## config.mk

```make
export PLATFORM = sky130hd
export DESIGN_NAME = pkt_formatter
export DESIGN_NICKNAME = d
export VERILOG_FILES = /design/src/rtl/pkt_formatter.sv
export SDC_FILE = /design/constraint.sdc
export NUM_CORES = 1
export LEC_CHECK = 0
export ABC_CLOCK_PERIOD_IN_PS = 7400
export BUFFER_PORTS_ARGS = -buffer_cell sky130_fd_sc_hd__buf_4
export CAP_MARGIN = 20
export CORE_MARGIN = 1.5
export CORE_UTILIZATION = 55
export CTS_CLUSTER_SIZE = 14
export DETAILED_ROUTE_END_ITERATION = 6
export HOLD_SLACK_MARGIN = 0.1
export MAX_ROUTING_LAYER = met4
export PLACE_DENSITY = 0.71
export RECOVER_POWER = 50
export SYNTH_ARGS = -nofsm -noshare
export SYNTH_HDL_FRONTEND = slang
export SYNTH_SLANG_ARGS = --single-unit
export TNS_END_PERCENT = 10
```

## constraint.sdc

```tcl
create_clock -name clk -period 7.4 [get_ports clk]
set_clock_uncertainty 0.2 [all_clocks]
set_input_delay 1.48 -clock clk [delete_from_list [all_inputs] [get_ports clk]]
set_output_delay 1.48 -clock clk [all_outputs]
set_load 0.02 [all_outputs]
```

## src/rtl/pkt_formatter.sv

```systemverilog
// pkt_formatter
//   Collects same-channel payload words from the upstream arbiter into a packet,
//   then emits a header word followed by the buffered payload. A packet closes
//   when it reaches MAX_LEN words, when a word from another channel shows up, or
//   after TIMEOUT idle input cycles following the last accepted word.
//
// Ports
//   clk        in   1   rising-edge clock
//   reset_n    in   1   asynchronous active-low reset
//   in_valid   in   1   upstream word valid
//   in_ready   out  1   word accepted this cycle (combinational in COLLECT)
//   in_data    in   32  upstream payload word
//   in_ch      in   3   source channel of in_data
//   out_valid  out  1   out_data valid
//   out_ready  in   1   downstream accepts out_data
//   out_data   out  32  header or payload word
//   out_sop    out  1   out_data is the header
//   out_eop    out  1   out_data is the last payload word
//
// state   | meaning
// IDLE    | no packet open; ready for the first word of the next packet
// COLLECT | packet open on lock_ch; accepting same-channel words, timing idles
// HEAD    | packet closed; header loaded into the output register, then sent
// BODY    | streaming buffered payload words, eop on the last one

module pkt_formatter #(
  parameter int MAX_LEN = 8,
  parameter int TIMEOUT = 16
) (
  input  logic        clk,
  input  logic        reset_n,
  input  logic        in_valid,
  output logic        in_ready,
  input  logic [31:0] in_data,
  input  logic [2:0]  in_ch,
  output logic        out_valid,
  input  logic        out_ready,
  output logic [31:0] out_data,
  output logic        out_sop,
  output logic        out_eop
);

  localparam int IW = $clog2(MAX_LEN);

  typedef enum logic [1:0] {IDLE, COLLECT, HEAD, BODY} state_t;

  state_t        state;
  logic [31:0]   pay_mem [MAX_LEN];
  logic [2:0]    lock_ch;
  logic [4:0]    cnt;
  logic [7:0]    timer;
  logic [4:0]    idx;
  logic [4:0]    idx_nxt;
  logic          ready_q;
  logic          accept;
  logic [IW-1:0] wr_ptr;

  // ready_q keeps in_ready low until the first clock edge after reset release.
  always_comb begin
    in_ready = 1'b0;
    case (state)
      IDLE:    in_ready = ready_q;
      COLLECT: in_ready = !(in_valid && (in_ch != lock_ch));
      default: in_ready = 1'b0;
    endcase
  end

  assign accept  = in_valid && in_ready;
  assign idx_nxt = idx + 5'd1;
  assign wr_ptr  = (state == COLLECT) ? cnt[IW-1:0] : '0;

  // Payload storage carries no reset; its contents are only read back for
  // positions written during the current packet.
  always_ff @(posedge clk) begin
    if (accept) pay_mem[wr_ptr] <= in_data;
  end

  always_ff @(posedge clk or negedge reset_n) begin
    if (!reset_n) begin
      state     <= IDLE;
      ready_q   <= 1'b0;
      lock_ch   <= '0;
      cnt       <= '0;
      timer     <= '0;
      idx       <= '0;
      out_valid <= 1'b0;
      out_sop   <= 1'b0;
      out_eop   <= 1'b0;
      out_data  <= '0;
    end else begin
      ready_q <= 1'b1;
      case (state)
        IDLE: begin
          if (accept) begin
            lock_ch <= in_ch;
            cnt     <= 5'd1;
            timer   <= '0;
            state   <= COLLECT;
          end
        end
        COLLECT: begin
          if (accept) begin
            cnt   <= cnt + 5'd1;
            timer <= '0;
            if (cnt + 5'd1 == 5'(MAX_LEN)) state <= HEAD;
          end else if (in_valid) begin
            // Foreign channel: close now, upstream keeps holding that word.
            state <= HEAD;
          end else begin
            timer <= timer + 8'd1;
            if (timer == 8'(TIMEOUT - 1)) state <= HEAD;
          end
        end
        HEAD: begin
          // First HEAD cycle loads the header; it is presented from the next.
          if (!out_valid) begin
            out_valid <= 1'b1;
            out_sop   <= 1'b1;
            out_eop   <= 1'b0;
            out_data  <= {8'hA5, 5'd0, lock_ch, 11'd0, cnt};
          end else if (out_ready) begin
            out_sop  <= 1'b0;
            out_data <= pay_mem[0];
            out_eop  <= (cnt == 5'd1);
            idx      <= '0;
            state    <= BODY;
          end
        end
        BODY: begin
          if (out_ready) begin
            if (out_eop) begin
              out_valid <= 1'b0;
              out_eop   <= 1'b0;
              out_data  <= '0;
              state     <= IDLE;
            end else begin
              idx      <= idx_nxt;
              out_data <= pay_mem[idx_nxt[IW-1:0]];
              out_eop  <= (idx_nxt == cnt - 5'd1);
            end
          end
        end
      endcase
    end
  end

endmodule

```

# [After elaboration in Yosys (flattened, before gate mapping)]
# Memories as Yosys holds them, arrays and structs flattened.
# Index checks and enable logic that the tools add are counted.
[totals] register_bits=59 input_bits=39 out_inout_bits=36 latchBits=0 word_cells=90 mem_count=1 romBits=0 ram_bits=256
[mem_list] memory="pay_mem" words=8 word_bits=32 read_ports=2 rd_clocked_by_memory_dff=0 wr=1 line_no="48" rtl="logic [31:0] pay_mem [MAX_LEN];"
[op_classes] bitwise_logic=0 mux=41 shifts=0 reduce_logical=14 addsub=4 n_eq_ne=20 div=0 order_cmp=0 multipliers=0
[op_table] operator="$mux 32" n=4
[op_table] operator="$pmux 32 s2" n=1
[op_table] operator="$mux 5" n=6
[op_table] operator="$mux 8" n=3
[op_table] operator="$pmux 5 s2" n=2
[op_table] operator="$mux 2" n=9
[op_table] operator="$pmux 8 s2" n=1
[op_table] operator="$ne 2x2->1 const B" n=7
[op_table] operator="$reduce_and 3->1" n=4
[op_table] operator="$add 5x1->5 const B" n=2
[op_table] operator="$mux 1" n=10
[op_table] operator="$add 8x1->8 const B" n=1
[op_table] operator="$eq 8x4->1 const B" n=1
[op_table] operator="$pmux 2 s4" n=1
[op_table] operator="$reduce_and 7->1" n=1
[op_table] operator="$ne 3x3->1 const B" n=2
[op_table] operator="$pmux 1 s2" n=3
[op_table] operator="$eq 5x1->1 const B" n=1
[op_table] operator="$eq 5x4->1 const B" n=1
[op_table] operator="$eq 5x5->1" n=1
[op_table] operator="$reduce_and 5->1" n=1
[op_table] operator="$sub 5x1->5 const B" n=1
[op_table] operator="$eq 2x2->1 const B" n=2
[op_table] operator="$ne 4x3->1 const B" n=1
[op_table] operator="10 further kinds" n=13

# [Logic depth before layout (Yosys ltp)]
[depth] depth_word=7 ltp_mapped=9 depth_no_buf=7

# [Worst setup path before layout]
# OpenSTA, ideal clock, no wires.
[synth_timing] kind="input to register" from="input in_ch[2]" to="memory pay_mem[2][0], enable pin" required_ns=6.698 path_buffers=0 cell_stages=4 setup_slack_ns=1.267 t_arrival_ns=5.431 cell_sequence="xor2_1 o41ai_2 nand2_1 nor4_1"
[synth_between] elab_chain_len=7
[synth_lines] item="from (decl)" line_no="35" rtl="input logic [2:0] in_ch,"
[synth_lines] item="$ne 3x3->1" line_no="63" rtl="COLLECT: in_ready = !(in_valid && (in_ch != lock_ch));"
[synth_lines] item="$logic_and 1x1->1" line_no="63"
[synth_lines] item="$logic_not 1->1" line_no="63"
[synth_lines] item="$pmux 1 s2" line_no="61" rtl="case (state)"
[synth_lines] item="$logic_and 1x1->1" line_no="68" rtl="assign accept = in_valid && in_ready;"
[synth_lines] item="$mux 1" line_no="75" rtl="if (accept) pay_mem[wr_ptr] <= in_data;"
[synth_lines] item="$mux 1 (implied by the code)" line_no="75"
[synth_lines] item="to (decl)" line_no="48"
# No other way between the ends.

# [Worst setup path after layout]
[layout_timing] from="register idx[0]" to="register out_data[17]"
[layout_between] elab_chain_len=5
[layout_lines] item="from (decl)" line_no="52" rtl="logic [4:0] idx;"
[layout_lines] item="from (signal assigned)" line_no="137" rtl="idx <= idx_nxt;"
[layout_lines] item="$add 5x1->5" line_no="69" rtl="assign idx_nxt = idx + 5'd1;"
[layout_lines] item="$mem_v2 8x32"
[layout_lines] item="$mux 32" line_no="131" rtl="if (out_eop) begin"
[layout_lines] item="$mux 32" line_no="130" rtl="if (out_ready) begin"
[layout_lines] item="$pmux 32 s2" line_no="92" rtl="case (state)"
[layout_lines] item="to (signal assigned)" line_no="120" rtl="out_data <= {8'hA5, 5'd0, lock_ch, 11'd0, cnt};"
[layout_lines] item="to (signal assigned)" line_no="123" rtl="out_data <= pay_mem[0];"
[layout_lines] item="to (signal assigned)" line_no="138" rtl="out_data <= pay_mem[idx_nxt[IW-1:0]];"
[layout_lines] item="to (decl)" line_no="38" rtl="output logic [31:0] out_data,"
# No other way between the ends. The select of a mux whose other input is x is not followed.
# A chain may end at the register's enable or synchronous reset.

==> impl_results.md <==
- Run status: finished, violations left
- Failing checks: capacitance limit, slew limit
- Fin crit share: 0.7498
- Achievable Freq: 180.2 MHz
- Clock Sinks: 315
- Most common cell after layout, fill and taps aside: edfxtp_1
- Post_cts resized: 0
- Pwr dens: 377.4 nW/um^2
- Post-Syn Instances: 789
- Max Root-Sink Buffers: 3
- Filler cells: 1614
- Met3 WL: 1440 um
- Final ANT Viol Nets: 0
- Synth top area cells: edfxtp_1 60%, dfrtp_1 12%, mux4_2 11%
- Int Power: 3755 uW
- Die Y: 155.3 um
- Layout cell share with drive strength beyond 1: 0.2130
- Footprint of the multi-input gates: 3463 sq um
- RSZ-0062 raised after global routing: false
- DRT iter0 DRCs: 516
- Worst r2r src: idx[0]$_DFFE_PN0P_
- Leak pwr: 0.005044 uW
- Total Power: 5503 uW
- WL met1: 10580 um
- Reg2reg end: out_data[17]$_DFFE_PN0P_
- CP Class: register to register
- GP Congestion: 0.8541
- I/O Buffers: 74
- Drt first pass iters: 5
- Number of global-route vias before repair: 7305
- Core area: 22710 sq um
- Worst Hold Path EP: out_data[24]$_DFFE_PN0P_
- Slew Limit Fails: 127
- CTS tree: yes
- Post-Syn Area: 12760 sq um
- Routed vias: 7068
- Slew @ Worst Pin: 4155 ps
- WL/cell: 22.46 um
- Leading area contributor after synthesis: edfxtp_1
- Clk slew on worst S/H paths: 60 ps
- Final Util: 0.6421
- Sequential area share after synthesis: 0.7180
- First-pass GRT wire length: 41220 um
- Synth Warn #: 0
- Chip width: 155.3 um
- Highest Signal Layer: met4
- Global route overflow: 0
- Syn_nets: 838
- Initial core utilization: 0.5620
- Routed met2 length: 13720 um
- I/O pin count: 75
- Gate power share: 0.310
- Worst reg-to-reg setup slack: 1850 ps
- Initial antenna violation count: 0
- Max FO, Critical Path: 66
- Post-CTS Setup Repair Bufs: 0
- Area Growth Syn to Fin: 14.25%
- Vias per cell: 6.005
- Clk Latency, worst-skew pair: 570 ps
- Die Area: 24130 sq um
- Most frequent cells in the layout: 256 x edfxtp_1, 128 x nand2_1, 68 x a21oi_1, 64 x mux4_2, 58 x dfrtp_1
- Top cell type's share of synthesized area: 0.6023
- Reg area: 9168 sq um
- Psw: 1748 uW
- Yosys reg bits: 315
- CP required: 7680 ps
- # hold bufs at CTS: 0
- Worst Hold Class: register to register
- Hold Fails Final Rpt: 0
- Worst Reg-to-Reg Cells: 7
- DRT Wirelength: 26440 um
- Post-synth top flop: edfxtp_1
- Avg Cell Area, Syn: 16.18 sq um
- Post-Layout Cell Count: 1177
- Final setup viols: 0
- Startpoint Class: register
- Cell Rows: 55
- CTS Buf Count: 31
- Ant. Diodes: 0
- H-tree levels: 1
- GR Util All Layers: 0.2338
- Max_cap viols: 2
- Root buffer cell: clkbuf_16
- Worst Setup End Kind: register
- Setup TNS: 0 ps
- Slew headroom: -1.770
- Arr. time, crit path: 5820 ps
- Post-DP HPWL: 14760 um
- VDD IR-drop max: 0.1966 mV
- Nets: 916
- Post-synth cell types: 41
- Clock power share: 0.280
- Post-route minimum period: 5548 ps
- Placed Cells: 1118
- Drc violations: 0
- Worst min-delay path startpoint: out_data[24]$_DFFE_PN0P_
- Reg power frac: 0.410
- Switching Share: 0.3176
- Post-synth ARST share: 0.1873
- Post-synth EDFFs: 256
- Worst hold stages: 2
- Largest net degree at the start of global routing: 68
## worst max-delay path, cell delays in order, from the launching register on
cell and delay (ps):
dfrtp_4 640, ha_2 380, clkbuf_1 2900, mux4_2 720, nand2_1 70, a21oi_1 160, a21oi_1 80, o21ai_0 260
## area by class of cell
type / count / area share
Timing Repair Buffer: 89 / 0.03792
Clock buffer: 42 / 0.05946
Clock inverter: 16 / 0.01021
Multi-Input combinational cell: 423 / 0.2375
Sequential cell: 315 / 0.6287
Tap cell: 285 / 0.02445
Inverter: 7 / 0.001802
## how the worst max path moves through the flow
stage / startpoint / slack (ps) / end
3_3_place_gp: in_ch[2] / 3290 / pay_mem[7][12]$_DFFE_PP_
3_5_place_dp: in_ch[2] / 3190 / pay_mem[7][23]$_DFFE_PP_
5_1_grt: idx[0]$_DFFE_PN0P_ / 1500 / out_data[17]$_DFFE_PN0P_
6_report: idx[0]$_DFFE_PN0P_ / 1850 / out_data[17]$_DFFE_PN0P_
2_1_floorplan: in_ch[2] / 1270 / pay_mem[2][0]$_DFFE_PP_
4_1_cts: state[1]$_DFFE_PN0P_ / 3210 / in_ready
## registers in the layout (all words and copies together), names as in the netlist
name,count
pay_mem,256
out_eop,1
idx,5
state,2
out_sop,1
cnt,5
lock_ch,3
out_data,32
timer,8
out_valid,1
ready_q,1
## cells in the mapped netlist, types with 2 or more instances
| cell | number |
|---|---|
| a21oi_1 | 69 |
| and3_1 | 4 |
| buf_2 | 8 |
| clkbuf_1 | 35 |
| dfrtp_1 | 59 |
| edfxtp_1 | 256 |
| ha_1 | 10 |
| inv_1 | 7 |
| mux2_2 | 11 |
| mux2i_1 | 2 |
| mux4_2 | 64 |
| nand2_1 | 128 |
| nand2b_1 | 8 |
| nand3_1 | 12 |
| nand4_1 | 3 |
| nand4b_1 | 2 |
| nor2_1 | 18 |
| nor3_1 | 5 |
| nor4_1 | 3 |
| o2111ai_1 | 3 |
| o21ai_0 | 44 |
| o2bb2ai_1 | 3 |
| o41ai_2 | 2 |
| xnor2_1 | 8 |
| xor2_1 | 9 |
## per-layer routing
metal	vias up	global-route usage
met4	0	0.06531
met2	214	0.4016
li1	3180	-
met3	50	0.02841
met1	3624	0.2975
met5	-	-
## logic make-up after synthesis
| logic type | after synthesis | synth area share |
|---|---|---|
| other | 1 | 0.0002938 |
| adder cells (fa/ha/maj) | 10 | 0.009803 |
| multiplexers | 77 | 0.1242 |
| AO/OA/AOI/OAI | 131 | 0.05735 |
| buffers and inverters | 51 | 0.01608 |
| flip-flops | 315 | 0.7180 |
| XOR/XNOR | 18 | 0.01294 |
| AND/OR/NAND/NOR | 186 | 0.06137 |
## stage by stage
step | setup WS (ps) | hold WS, ps | cell area, sq um
5_1_grt | 1504 | 315.6 | 14580
3_3_place_gp | 3291 | 265.4 | 13680
2_1_floorplan | 1267 | 269.2 | 12760
4_1_cts | 3205 | 285.8 | 14700
3_5_place_dp | 3193 | 272.5 | 13680
6_report | 1852 | 282.4 | 14580
## power by group through the flow
stage               combinational, uW  clock (uW)  sequential, uW
finish                           1700        1540            2260
detailed placement               1660           0            2290
global route                     1860        1630            2280
global placement                 1620           0            2280
floorplan                        1080           0            2310
CTS                              1670        1560            2250
Note: power is estimated with default switching activity, not from simulation.
